## src/rtl/rgb_led_pwm_fader_pkg.sv

```systemverilog
// Shared types and default palette for the RGB LED PWM fader.
// Palette defaults are 8-bit values; the top rescales them to PWM_BITS.
package led_pwm_pkg;

    typedef enum logic [1:0] {
        RED    = 2'd0,
        YELLOW = 2'd1,
        GREEN  = 2'd2,
        BLUE   = 2'd3
    } color_e;

    typedef enum logic {
        IDLE = 1'b0,
        FADE = 1'b1
    } fade_state_e;

    // {r,g,b}, red in the MSBs
    localparam logic [23:0] DEF_RED    = {8'd64, 8'd0,  8'd0};
    localparam logic [23:0] DEF_YELLOW = {8'd31, 8'd31, 8'd0};
    localparam logic [23:0] DEF_GREEN  = {8'd0,  8'd64, 8'd0};
    localparam logic [23:0] DEF_BLUE   = {8'd0,  8'd0,  8'd64};

endpackage

```

## src/rtl/rgb_led_pwm_fader_pwm_channel.sv

```systemverilog
// One colour channel: current duty with jump/step update and registered PWM compare.
// With GLOBAL_DIM_EN defined the compare uses the duty shifted right by dim.
module pwm_channel #(
    parameter int PWM_BITS = 8
) (
    input  logic                clk,
    input  logic                rst,
    input  logic [PWM_BITS-1:0] pwm_cnt,
    input  logic [PWM_BITS-1:0] target,
`ifdef GLOBAL_DIM_EN
    input  logic [2:0]          dim,
`endif
    input  logic                jump,
    input  logic                step,
    output logic                led,
    output logic                at_target,
    output logic                near_target
);

    logic [PWM_BITS-1:0] cur_duty_r;
    logic [PWM_BITS-1:0] cur_nxt_s;
    logic [PWM_BITS-1:0] cmp_duty_s;
    logic [PWM_BITS:0]   cur_w_s;
    logic [PWM_BITS:0]   tgt_w_s;
    logic                led_out_r;

    assign cur_w_s     = {1'b0, cur_duty_r};
    assign tgt_w_s     = {1'b0, target};
    assign at_target   = (cur_duty_r == target);
    // Widened so a one-step difference at the range ends does not wrap
    assign near_target = at_target
                      || ((cur_w_s + {{PWM_BITS{1'b0}}, 1'b1}) == tgt_w_s)
                      || ((tgt_w_s + {{PWM_BITS{1'b0}}, 1'b1}) == cur_w_s);

`ifdef GLOBAL_DIM_EN
    assign cmp_duty_s = cur_duty_r >> dim;
`else
    assign cmp_duty_s = cur_duty_r;
`endif

    // Next duty: jump straight to target or move one step toward it
    always_comb begin
        cur_nxt_s = cur_duty_r;
        if (jump) begin
            cur_nxt_s = target;
        end else if (step) begin
            if (cur_duty_r < target) begin
                cur_nxt_s = cur_duty_r + {{(PWM_BITS-1){1'b0}}, 1'b1};
            end else if (cur_duty_r > target) begin
                cur_nxt_s = cur_duty_r - {{(PWM_BITS-1){1'b0}}, 1'b1};
            end else begin
                cur_nxt_s = cur_duty_r;
            end
        end else begin
            cur_nxt_s = cur_duty_r;
        end
    end

    // Duty register and registered comparator output
    always_ff @(posedge clk or posedge rst) begin
        if (rst) begin
            cur_duty_r <= '0;
            led_out_r  <= 1'b0;
        end else begin
            cur_duty_r <= cur_nxt_s;
            led_out_r  <= (pwm_cnt < cmp_duty_s);
        end
    end

    assign led = led_out_r;

endmodule

```

## src/rtl/rgb_led_pwm_fader.sv

```systemverilog
// RGB LED driver with a writable 4-entry palette and optional smooth fading.
// Optional global dimming input is enabled by defining GLOBAL_DIM_EN.
module rgb_led_pwm_fader
    import led_pwm_pkg::*;
#(
    parameter int PWM_BITS = 8,
    parameter int CLK_DIV  = 64,
    parameter int FADE_DIV = 4
) (
    input  logic                  clk,
    input  logic                  rst,
    input  logic [1:0]            color,
    input  logic                  fade_en,
    input  logic                  wr_en,
    input  logic [1:0]            wr_addr,
    input  logic [3*PWM_BITS-1:0] wr_data,
`ifdef GLOBAL_DIM_EN
    input  logic [2:0]            dim,
`endif
    output logic                  led_r,
    output logic                  led_g,
    output logic                  led_b,
    output logic                  busy
);

    localparam int PRE_W  = (CLK_DIV > 1) ? $clog2(CLK_DIV) : 1;
    localparam int FADE_W = (FADE_DIV > 1) ? $clog2(FADE_DIV) : 1;
    localparam logic [PWM_BITS-1:0] CNT_MAX  = PWM_BITS'((2 ** PWM_BITS) - 2);
    localparam logic [PRE_W-1:0]    PRE_MAX  = PRE_W'(CLK_DIV - 1);
    localparam logic [FADE_W-1:0]   FADE_MAX = FADE_W'(FADE_DIV - 1);

    // v * 2^(PWM_BITS-8), valid for PWM_BITS above or below 8
    function automatic logic [PWM_BITS-1:0] scale8(input logic [7:0] v);
        logic [PWM_BITS+7:0] wide;
        wide   = {{PWM_BITS{1'b0}}, v} << PWM_BITS;
        scale8 = wide[PWM_BITS+7:8];
    endfunction

    function automatic logic [3*PWM_BITS-1:0] scale_entry(input logic [23:0] e);
        scale_entry = {scale8(e[23:16]), scale8(e[15:8]), scale8(e[7:0])};
    endfunction

    logic [PRE_W-1:0]      prescaler_r;
    logic [PWM_BITS-1:0]   pwm_cnt_r;
    logic [FADE_W-1:0]     fade_cnt_r;
    logic [FADE_W-1:0]     fade_cnt_nxt_s;
    fade_state_e           state_r;
    fade_state_e           state_nxt_s;
    logic [3*PWM_BITS-1:0] palette_r [4];
    logic [3*PWM_BITS-1:0] target_s;
    logic                  tick_s;
    logic                  period_end_s;
    logic                  jump_s;
    logic                  step_s;
    logic [2:0]            at_s;
    logic [2:0]            near_s;
    logic                  all_at_s;
    logic                  all_near_s;

    assign tick_s       = (prescaler_r == PRE_MAX);
    assign period_end_s = tick_s && (pwm_cnt_r == CNT_MAX);
    assign target_s     = palette_r[color];
    assign all_at_s     = &at_s;
    assign all_near_s   = &near_s;
    assign busy         = !all_at_s;

    // Clock prescaler producing the PWM tick
    always_ff @(posedge clk or posedge rst) begin
        if (rst) begin
            prescaler_r <= '0;
        end else if (tick_s) begin
            prescaler_r <= '0;
        end else begin
            prescaler_r <= prescaler_r + PRE_W'(1);
        end
    end

    // PWM counter, period of 2^PWM_BITS-1 ticks
    always_ff @(posedge clk or posedge rst) begin
        if (rst) begin
            pwm_cnt_r <= '0;
        end else if (tick_s) begin
            pwm_cnt_r <= (pwm_cnt_r == CNT_MAX) ? '0 : pwm_cnt_r + PWM_BITS'(1);
        end else begin
            pwm_cnt_r <= pwm_cnt_r;
        end
    end

    // Palette storage; reset restores the scaled defaults
    always_ff @(posedge clk or posedge rst) begin
        if (rst) begin
            palette_r[RED]    <= scale_entry(DEF_RED);
            palette_r[YELLOW] <= scale_entry(DEF_YELLOW);
            palette_r[GREEN]  <= scale_entry(DEF_GREEN);
            palette_r[BLUE]   <= scale_entry(DEF_BLUE);
        end else if (wr_en) begin
            palette_r[wr_addr] <= wr_data;
        end else begin
            palette_r <= palette_r;
        end
    end

    // Fade state and fade step divider
    always_ff @(posedge clk or posedge rst) begin
        if (rst) begin
            state_r    <= IDLE;
            fade_cnt_r <= '0;
        end else begin
            state_r    <= state_nxt_s;
            fade_cnt_r <= fade_cnt_nxt_s;
        end
    end

    // Next-state and jump/step decisions, all gated on period_end
    always_comb begin
        state_nxt_s    = state_r;
        fade_cnt_nxt_s = fade_cnt_r;
        jump_s         = 1'b0;
        step_s         = 1'b0;
        case (state_r)
            IDLE: begin
                if (period_end_s && !all_at_s) begin
                    if (fade_en) begin
                        state_nxt_s    = FADE;
                        fade_cnt_nxt_s = '0;
                    end else begin
                        jump_s = 1'b1;
                    end
                end else begin
                    state_nxt_s = IDLE;
                end
            end
            FADE: begin
                if (!period_end_s) begin
                    state_nxt_s = FADE;
                end else if (!fade_en) begin
                    jump_s      = 1'b1;
                    state_nxt_s = IDLE;
                end else if (fade_cnt_r == FADE_MAX) begin
                    fade_cnt_nxt_s = '0;
                    step_s         = 1'b1;
                    state_nxt_s    = all_near_s ? IDLE : FADE;
                end else begin
                    fade_cnt_nxt_s = fade_cnt_r + FADE_W'(1);
                end
            end
            default: begin
                state_nxt_s    = IDLE;
                fade_cnt_nxt_s = '0;
            end
        endcase
    end

`ifdef GLOBAL_DIM_EN
    logic [2:0] dim_r;

    // Dim level only changes at a period boundary
    always_ff @(posedge clk or posedge rst) begin
        if (rst) begin
            dim_r <= 3'd0;
        end else if (period_end_s) begin
            dim_r <= dim;
        end else begin
            dim_r <= dim_r;
        end
    end
`endif

    pwm_channel #(.PWM_BITS(PWM_BITS)) u_ch_r (
        .clk(clk), .rst(rst), .pwm_cnt(pwm_cnt_r),
        .target(target_s[3*PWM_BITS-1:2*PWM_BITS]),
`ifdef GLOBAL_DIM_EN
        .dim(dim_r),
`endif
        .jump(jump_s), .step(step_s),
        .led(led_r), .at_target(at_s[2]), .near_target(near_s[2])
    );

    pwm_channel #(.PWM_BITS(PWM_BITS)) u_ch_g (
        .clk(clk), .rst(rst), .pwm_cnt(pwm_cnt_r),
        .target(target_s[2*PWM_BITS-1:PWM_BITS]),
`ifdef GLOBAL_DIM_EN
        .dim(dim_r),
`endif
        .jump(jump_s), .step(step_s),
        .led(led_g), .at_target(at_s[1]), .near_target(near_s[1])
    );

    pwm_channel #(.PWM_BITS(PWM_BITS)) u_ch_b (
        .clk(clk), .rst(rst), .pwm_cnt(pwm_cnt_r),
        .target(target_s[PWM_BITS-1:0]),
`ifdef GLOBAL_DIM_EN
        .dim(dim_r),
`endif
        .jump(jump_s), .step(step_s),
        .led(led_b), .at_target(at_s[0]), .near_target(near_s[0])
    );

endmodule
```

## config.mk

```make
export PLATFORM = sky130hd
export DESIGN_NAME = rgb_led_pwm_fader
export DESIGN_NICKNAME = d
export VERILOG_FILES = /design/src/rtl/rgb_led_pwm_fader_pkg.sv /design/src/rtl/rgb_led_pwm_fader_pwm_channel.sv /design/src/rtl/rgb_led_pwm_fader.sv
export SDC_FILE = /design/constraint.sdc
export NUM_CORES = 1
export LEC_CHECK = 0
export CELL_PAD_IN_SITES_DETAIL_PLACEMENT = 1
export CELL_PAD_IN_SITES_GLOBAL_PLACEMENT = 1
export CORE_MARGIN = 3
export CORE_UTILIZATION = 30
export CTS_CLUSTER_DIAMETER = 200
export DETAILED_ROUTE_END_ITERATION = 10
export MAX_ROUTING_LAYER = met4
export PLACE_DENSITY = 0.58
export SYNTH_ARGS = -nofsm -noshare
export SYNTH_HDL_FRONTEND = slang
export SYNTH_HIERARCHICAL = 1
export SYNTH_SLANG_ARGS = --single-unit
```

## constraint.sdc

```tcl
create_clock -name clk -period 5.3 [get_ports clk]
set_input_delay 1.06 -clock clk [delete_from_list [all_inputs] [get_ports clk]]
set_output_delay 1.06 -clock clk [all_outputs]
set_load 0.01 [all_outputs]
```

==> results of run 1 <==
==> stage by stage <==
step	setup slack (ns)	cell area, sq um	hold WS [ns]
floorplan	0.573	9610	0.442
global placement	0.185	10500	0.476
detailed placement	0.0502	10500	0.476
CTS	0.334	11100	0.487
global route	0.245	11100	0.511
finish	0.343	11100	0.488
==> logic make-up after synthesis <==
| group | Yosys count |
|---|---|
| muxes | 144 |
| and+or+nand+nor | 205 |
| DFF | 140 |
| AOI/OAI and AO/OA | 171 |
| adders and majority gates | 79 |
| buffers and inverters | 87 |
| xor gates and xnor gates | 61 |
==> placed cells by master, fill, tap and decap left out, drive strengths merged, types with 17 or more instances in the layout <==
cell type and n:
buf 20, clkdlybuf4s50 34, mux4 24, ha 76, nand2 49, nor2 32, nand3 37, mux2 96
xnor2 37, mux2i 24, o21ai 54, clkbuf 17, a21oi 30, xor2 24, inv 65, dfrtp 127
==> state kept, by name, summed over array words and instances, names as in the netlist <==
signal / cells
u_ch_g/led: 1
pwm_cnt_r: 8
u_ch_b/cmp_duty_s: 8
u_ch_b/led: 1
u_ch_r/cmp_duty_s: 8
fade_cnt_r: 2
u_ch_r/led: 1
prescaler_r: 6
u_ch_g/cmp_duty_s: 8
palette_r: 96
state_r: 1
==> per-layer routing <==
metal  GRT usage, %  vias to the layer above
met5              -                        -
met4           3.12                        0
met3           2.16                       11
met2           22.7                       72
met1           22.5                     3551
li1               -                     3345
==> worst register-to-register path: cells and delay by family (launching register included) <==
| kind | cells | cell delay [ns] |
|---|---|---|
| DFF | 1 | 0.38 |
| AOI/OAI and AO/OA | 6 | 1.36 |
| buffers and inverters | 1 | 0.19 |
| adders and majority gates | 2 | 0.65 |
| muxes | 1 | 0.53 |
| and+or+nand+nor | 3 | 0.73 |
==> final cells by class <==
class,count,area [sq um]
Timing Repair Buffer,54,526
Clock buffer,17,425
Sequential cell,140,3520
Inverter,60,228
Clock inverter,15,189
Tap cell,396,495
Multi-Input combinational cell,660,5700
Fill cell,3452,20000
==> power by group <==
group,switching (mW),internal [mW]
registers,0.0650,1.22
logic,0.400,0.385
clock network,0.598,0.642
==> worst paths after layout <==
kind,from,cells after the start,endpoint
worst max-delay path,color[1],9,busy
worst min-delay path,fade_cnt_r[0]$_DFFE_PP0P_,1,fade_cnt_r[0]$_DFFE_PP0P_
worst max register to register,palette_r[46]$_DFFE_PP0P_,13,u_ch_r/cmp_duty_s[7]$_DFFE_PP0P_
worst min register to register,fade_cnt_r[0]$_DFFE_PP0P_,1,fade_cnt_r[0]$_DFFE_PP0P_
max in group asynchronous,rst,3,palette_r[6]$_DFFE_PP1P_
min in group asynchronous,rst,2,u_ch_r/cmp_duty_s[0]$_DFFE_PP0P_
==> impl_metrics.toml, run 1 <==
[cells_and_area]
antenna_cells = 0
finalNonFillerCells = 1342
post-route-util_pct = 35.7
fin_nets = 1044
area_growth_pct = 15.3
drive_gt1_share_pct = 22.7

[floorplan]
rows = 64
die_h_microns = 185
core_area_sq_um = 31100
pin_count = 36
die-area_sq_um = 34200
die_x_microns = 185
initial_core_util_pct = 30.9

[drt]
routedWlPerCell_microns = 18.3
dr_wl_met3_microns = 579
wl_met2_mm = 11.1
viasPerCell = 5.20
drt_iter0_markers = 334
antenna_left = 0
highest_layer = "met4"
routedLengthMet1_mm = 12.7
detail_route.drc_violations = 0
firstDrtPassIters = 4
vias = 6979
routed_wl_mm = 24.6

[placed_design]
port_buffers = 35
gp_congestion = 0.805
dp_hpwl_mm = 17.6
dp_cells = 1310

[sta]
max_freq_ghz = 0.202
fin_tns_setup_ns = 0
tightest_slew_ns = 0.845
period_needed_ns = 4.96
relSlewSlack_pct = 43.7
slew_violations = 0
setup_viol = 0
period_share_pct = 93.5
hold_viol = 0
skew_ns = 0.0190
rsz0062_at_grt = "false"

[pwr]
p_leak_nw = 4.74
power.density_nw_per_um2 = 299
total_power_mw = 3.31
vdd_ir_drop_max_mv = 0.190

[clock_network]
cts_buffer_depth = 2
cts_resized = 0
clkLatencyLatePin_ns = 0.44
clockRootBuffer = "clkbuf_16"
clock_sinks = 140
postCtsSetupBuffers = 0
numCtsBuffers = 17
htreeDepth = 4
cts_hold_buf = 0
clkSlewWorstSetupHoldPaths_ns = 0.07
cts_tree = "yes"

[critical_path]
critical_path_class = "input port to primary output"
critPathMaxStageDelay_ns = 0.59
critical_path_arrival_ns = 3.90
cp_max_fo = 24
reg2reg_slack_ns = 1.33
cp-start-kind = "input port"
worst_ep_required_time_ns = 4.24
crit_family = "buffers and inverters"
worstPathCellList = "clkdlybuf4s50_1 > buf_12 > mux4_2 > inv_1 > ha_1 > and3_2 > and3_2 > nand3_1 > clkdlybuf4s50_1"
critical-path-slowest-cell = "clkdlybuf4s50_1"
timing.critical_path.buf_inv = 4
cp-end-kind = "primary output"

[yosys]
avgSynthCellArea_sq_um = 10.8
yosys-mux-area-fraction_pct = 19.4
synth_fa_ha_area_share_pct = 10.5
synth-edff-count = 0
synth.area.top_cells = "dfrtp_1 (33%), mux2_2 (11%), ha_1 (9.9%)"
synth_top_family_by_area = "multiplexers"
synthTopCellsByCount = "dfrtp_1 (127), mux2_2 (96), ha_1 (76)"
ys_warn_count = 6
synth_xor_area_share_pct = 5.72
ys.flop_type = "dfrtp_1"
synth.distinct_cells = 76
syn-cell-area_sq_um = 9610
syn_nets = 998
syn_inst = 887
synth_top_area_cell = "dfrtp_1"
synth_compound_area_share_pct = 12.4
synth_most_common_cell = "dfrtp_1"
seq_area_frac_synth_pct = 36.6
synth_top_area_share_pct = 33.1
synthArstFlopShare_pct = 100
ys_ff_latch = 140
yosys.area_share.simple_pct = 11.2

[global_route]
grt_max_degree = 64
first_global_vias = 7200
grt_usage_pct = 15.4
grt_first_pass_wirelength_mm = 40.2
antenna_found_initial = 0
grt_overflow = 0

[flow_run]
max_cap_viol_count = 0

[status]
status = "finished clean"

[worst_hold_path]
hp-class = "flop to flop"
Power figures use the tool's default switching activity.
==> run 2: changes to the inputs <==
==> constraint.sdc (replaced) <==
create_clock -name clk -period 5.3 [get_ports clk]
set_input_delay 1.06 -clock clk [delete_from_list [all_inputs] [get_ports clk]]
set_output_delay 1.06 -clock clk [all_outputs]
set_load 0.05 [all_outputs]
==> impl_metrics.toml, run 2 (same netlist as run 1, synthesis figures left out) <==
[pwr]
p_comb_share_pct = 23.6
power.density_nw_per_um2 = 299
internal_power_mw = 2.25
share_seq_of_total_power_pct = 38.8
power_frac_clock_pct = 37.6
switching_share_pct = 32.3
p_leak_nw = 4.74
p_sw_mw = 1.07
vdd_ir_drop_max_mv = 0.183

[worst_hold_path]
hp-class = "flop to flop"

[drt]
detail_route.drc_violations = 0
vias = 6968
routedWlPerCell_microns = 18.8
viasPerCell = 5.20
antenna_left = 0
routed_wl_mm = 25.1
firstDrtPassIters = 4
drt_iter0_markers = 405

[critical_path]
worst_ep_required_time_ns = 5.60
r2r_end = "u_ch_b/cmp_duty_s[7]$_DFFE_PP0P_"
critical_path_class = "input port to flop"
critical_path_arrival_ns = 4.97
rr_startpoint = "palette_r[25]$_DFFE_PP0P_"
startpoint = "color[1]"
cp-end-kind = "flop"
reg2reg_slack_ns = 1.45
crit_path_end = "u_ch_b/cmp_duty_s[7]$_DFFE_PP0P_"
r2r_cells = 14
cp_max_fo = 24
cp-start-kind = "input port"

[sta]
fin_tns_setup_ns = 0
period_share_pct = 88.2
tightest_slew_ns = 0.775
skew_ns = 0.0199
relSlewSlack_pct = 48.3
hold_viol = 0
setup_viol = 0
fin_hold_ws_ns = 0.488
period_needed_ns = 4.68
rsz0062_at_grt = "false"
max_freq_ghz = 0.214
slew_violations = 0

[clock_network]
cts_tree = "yes"
htreeDepth = 4
clock_sinks = 140
numCtsBuffers = 17
clockRootBuffer = "clkbuf_16"
cts_resized = 0
postCtsSetupBuffers = 0
clkLatencyLatePin_ns = 0.43
cts_buffer_depth = 2
clkSlewWorstSetupHoldPaths_ns = 0.07
cts_hold_buf = 0

[floorplan]
die_h_microns = 185
core_area_sq_um = 31100
initial_core_util_pct = 30.9
rows = 64
die_x_microns = 185
pin_count = 36
die-area_sq_um = 34200

[placed_design]
port_buffers = 35
dp_hpwl_mm = 17.9
gp_congestion = 0.809

[cells_and_area]
final_common_cell = "dfrtp_1"
fin_nets = 1041
final_cell_mix = "dfrtp_1 (127), mux2_2 (96), ha_1 (76), inv_1 (57), nand2_1 (49)"
largest_reg_flops = 96
largest-register = "palette_r"
drive_gt1_share_pct = 22.6
area_growth_pct = 15.2
antenna_cells = 0

[global_route]
grt_usage_pct = 15.8
grt_max_degree = 75
first_global_vias = 7588
grt_first_pass_wirelength_mm = 41.5
antenna_found_initial = 0
grt_overflow = 0

[status]
status = "finished clean"

[flow_run]
max_cap_viol_count = 0
## run 2: cell types whose count changed in the layout (fill, tap and decap cells not counted), sizes merged
cell           delta
clkinv            -2
buf               -2
inv               +2
clkdlybuf4s50     -1
## run 2: metal layers
layer / vias to the layer above / global-route usage [%] / part of all wire [%]
met5: - / - / 0
met4: 0 / 3.09 / 0.77
met3: 14 / 2.18 / 3.0
met2: 86 / 24.4 / 46
met1: 3542 / 22.2 / 50
li1: 3326 / - / -
## run 2: cell type report
cell class                 count  area [sq um]
sequential                   140          3520
timing repair buffer          51           526
fill                        3454         20000
multi-input combinational    660          5700
clock inverter                15           184
tap                          396           495
clock buffer                  17           425
inverter                      60           228
## run 2: power groups by stage
stage / registers (mW) / logic, mW / clock network [mW]
after global routing: 1.30 / 0.877 / 1.33
final: 1.28 / 0.782 / 1.25
after CTS: 1.29 / 0.791 / 1.28
after floorplan: 1.28 / 0.579 / 0
after global placement: 1.30 / 0.767 / 0
after detailed placement: 1.31 / 0.786 / 0
## run 2: metrics by stage
step	cell area (sq um)	cells	power (mW)	worst slack, ns	utilization (%)
after floorplan	9610	887	1.86	0.269	-
after global placement	10500	1307	2.07	0.303	33.7
after detailed placement	10500	1307	2.09	0.190	33.7
after CTS	11100	1339	3.36	0.570	35.6
after global routing	11100	1339	3.51	0.365	35.6
final	11100	1339	3.32	0.624	35.6
## run 2: worst min-delay path by stage
stage / end / slack (ns) / from / cells after the start
after floorplan: prescaler_r[0]$_DFF_PP0_ / 0.44 / prescaler_r[0]$_DFF_PP0_ / 1
after global placement: fade_cnt_r[0]$_DFFE_PP0P_ / 0.48 / fade_cnt_r[0]$_DFFE_PP0P_ / 1
after detailed placement: fade_cnt_r[0]$_DFFE_PP0P_ / 0.48 / fade_cnt_r[0]$_DFFE_PP0P_ / 1
after CTS: prescaler_r[0]$_DFF_PP0_ / 0.49 / prescaler_r[0]$_DFF_PP0_ / 1
after global routing: prescaler_r[0]$_DFF_PP0_ / 0.50 / prescaler_r[0]$_DFF_PP0_ / 1
final: fade_cnt_r[0]$_DFFE_PP0P_ / 0.49 / fade_cnt_r[0]$_DFFE_PP0P_ / 1
## run 2: worst max-delay path, stage by stage
cell and delay (ns):
clkdlybuf4s50_1 0.50, buf_12 0.21, mux4_2 0.33, inv_1 0.11, ha_1 0.26, o21ai_1 0.12
a21oi_1 0.07, o31ai_1 0.33, nand2_1 0.33, ha_1 0.39, a21oi_2 0.18, o211ai_2 0.14
o41ai_2 0.25, a21boi_1 0.25, nor3_1 0.07, or3b_1 0.35
==> run 3: changes to the inputs <==
--- a/config.mk
+++ b/config.mk
@@ -13,6 +13,7 @@
 export DETAILED_ROUTE_END_ITERATION = 10
 export MAX_ROUTING_LAYER = met4
 export PLACE_DENSITY = 0.58
+export RECOVER_POWER = 100
 export SYNTH_ARGS = -nofsm -noshare
 export SYNTH_HDL_FRONTEND = slang
 export SYNTH_HIERARCHICAL = 1
==> impl_metrics.toml, run 3 (same netlist as run 1, synthesis figures left out) <==
[drt]
antenna_left = 0
viasPerCell = 5.20
detail_route.drc_violations = 0
drt_iter0_markers = 380
vias = 6962
routedWlPerCell_microns = 18.7
firstDrtPassIters = 4
routed_wl_mm = 25.1

[floorplan]
rows = 64
core_area_sq_um = 31100
die-area_sq_um = 34200
die_x_microns = 185
pin_count = 36
die_h_microns = 185
initial_core_util_pct = 30.9

[sta]
tightest_slew_ns = 1.92
max_freq_ghz = 0.203
period_share_pct = 93.1
rsz0062_at_grt = "false"
fin_tns_setup_ns = 0
relSlewSlack_pct = -28.9
slew_violations = 191
hold_viol = 0
period_needed_ns = 4.94
setup_viol = 0
skew_ns = 0.0198

[global_route]
grt_overflow = 0
grt_first_pass_wirelength_mm = 41.5
first_global_vias = 7588
grt_usage_pct = 15.8
antenna_found_initial = 0
grt_max_degree = 75

[pwr]
p_leak_nw = 4.70
vdd_ir_drop_max_mv = 0.183
power.density_nw_per_um2 = 301

[clock_network]
clockRootBuffer = "clkbuf_16"
numCtsBuffers = 17
htreeDepth = 4
cts_tree = "yes"
cts_buffer_depth = 2
clock_sinks = 140
clkLatencyLatePin_ns = 0.43
cts_resized = 0
cts_hold_buf = 0
clkSlewWorstSetupHoldPaths_ns = 0.07
postCtsSetupBuffers = 0

[placed_design]
gp_congestion = 0.809
dp_hpwl_mm = 17.9
port_buffers = 35

[critical_path]
worst_ep_required_time_ns = 4.24
critical_path_arrival_ns = 3.88
cp-end-kind = "primary output"
cp_max_fo = 24
cp-start-kind = "input port"
critical_path_class = "input port to primary output"

[cells_and_area]
drive_gt1_share_pct = 21.7
largest-register = "palette_r"
final_common_cell = "dfrtp_1"
final_cell_mix = "dfrtp_1 (127), mux2_2 (96), ha_1 (76), inv_1 (57), nand2_1 (49)"
fill_cells = 3461
post-route-util_pct = 35.4
fin_nets = 1041
largest_reg_flops = 96
antenna_cells = 0
area_growth_pct = 14.5

[worst_hold_path]
hp-class = "flop to flop"

[status]
status = "finished with violations"
violations = "capacitance limit, slew limit"

[flow_run]
max_cap_viol_count = 5
## run 3: cell types whose count changed in the layout (fill, tap and decap cells not counted), moves of 2 or more
cell	before	now
o21ai_0	29	43
clkdlybuf4s50_1	33	27
o21ai_1	22	8
buf_12	5	2
dlygate4sd3_1	0	6
clkbuf_1	0	3
clkbuf_2	0	2
buf_4	12	9
## run 3: layout make-up
| cell class | instances | area, sq um | area share [%] |
|---|---|---|---|
| Clock buffer | 17 | 425 | 3.86 |
| Clock inverter | 15 | 184 | 1.67 |
| Timing Repair Buffer | 51 | 477 | 4.33 |
| Multi-Input combinational cell | 660 | 5680 | 51.6 |
| Inverter | 60 | 226 | 2.06 |
| Sequential cell | 140 | 3520 | 32.0 |
| Tap cell | 396 | 495 | 4.50 |
## run 3: power breakdown
group / leakage, nW / total [mW] / switching [mW] / internal (mW)
registers: 1.70 / 1.28 / 0.0652 / 1.22
clock network: 0.298 / 1.25 / 0.605 / 0.645
logic: 2.70 / 0.778 / 0.399 / 0.379
total: 4.70 / 3.31 / 1.07 / 2.24
## run 3: worst max-delay path, stage by stage
cell,delay (ns)
dlygate4sd3_1,0.57
buf_12,0.21
mux4_2,0.44
ha_1,0.39
and4_1,0.21
and3_1,0.25
nand3_1,0.25
dlymetal6s2s_1,0.48
## run 3: metrics by stage
stage / instance area (sq um) / std cells / setup WS, ns / hold slack [ns] / total power, mW
after floorplan: 9610 / 887 / 0.269 / 0.442 / 1.86
after global routing: 11000 / 1339 / 0.205 / 0.504 / 3.51
after global placement: 10500 / 1307 / 0.303 / 0.475 / 2.07
after CTS: 11100 / 1339 / 0.570 / 0.492 / 3.36
final: 11000 / 1339 / 0.363 / 0.490 / 3.31
after detailed placement: 10500 / 1307 / 0.190 / 0.480 / 2.09
## run 3: worst paths after layout
kind / from / endpoint / slack (ns) / cells after the start
max: color[1] / busy / 0.36 / 8
min: prescaler_r[0]$_DFF_PP0_ / prescaler_r[0]$_DFF_PP0_ / 0.49 / 1
max reg2reg: palette_r[16]$_DFFE_PP0P_ / u_ch_b/cmp_duty_s[7]$_DFFE_PP0P_ / 1.30 / 11
min reg2reg: prescaler_r[0]$_DFF_PP0_ / prescaler_r[0]$_DFF_PP0_ / 0.49 / 1
max in group asynchronous: rst / palette_r[74]$_DFFE_PP0P_ / 1.10 / 3
min in group asynchronous: rst / u_ch_b/led$_DFF_PP0_ / 1.17 / 2
## run 3: metal layers
| metal | share of wire (%) | track usage (%) | wire, microns |
|---|---|---|---|
| met1 | 51 | 22.2 | 12800 |
| met4 | 0.77 | 3.09 | 194 |
| met2 | 46 | 24.4 | 11500 |
| met3 | 2.4 | 2.18 | 603 |
| met5 | 0 | - | 0 |
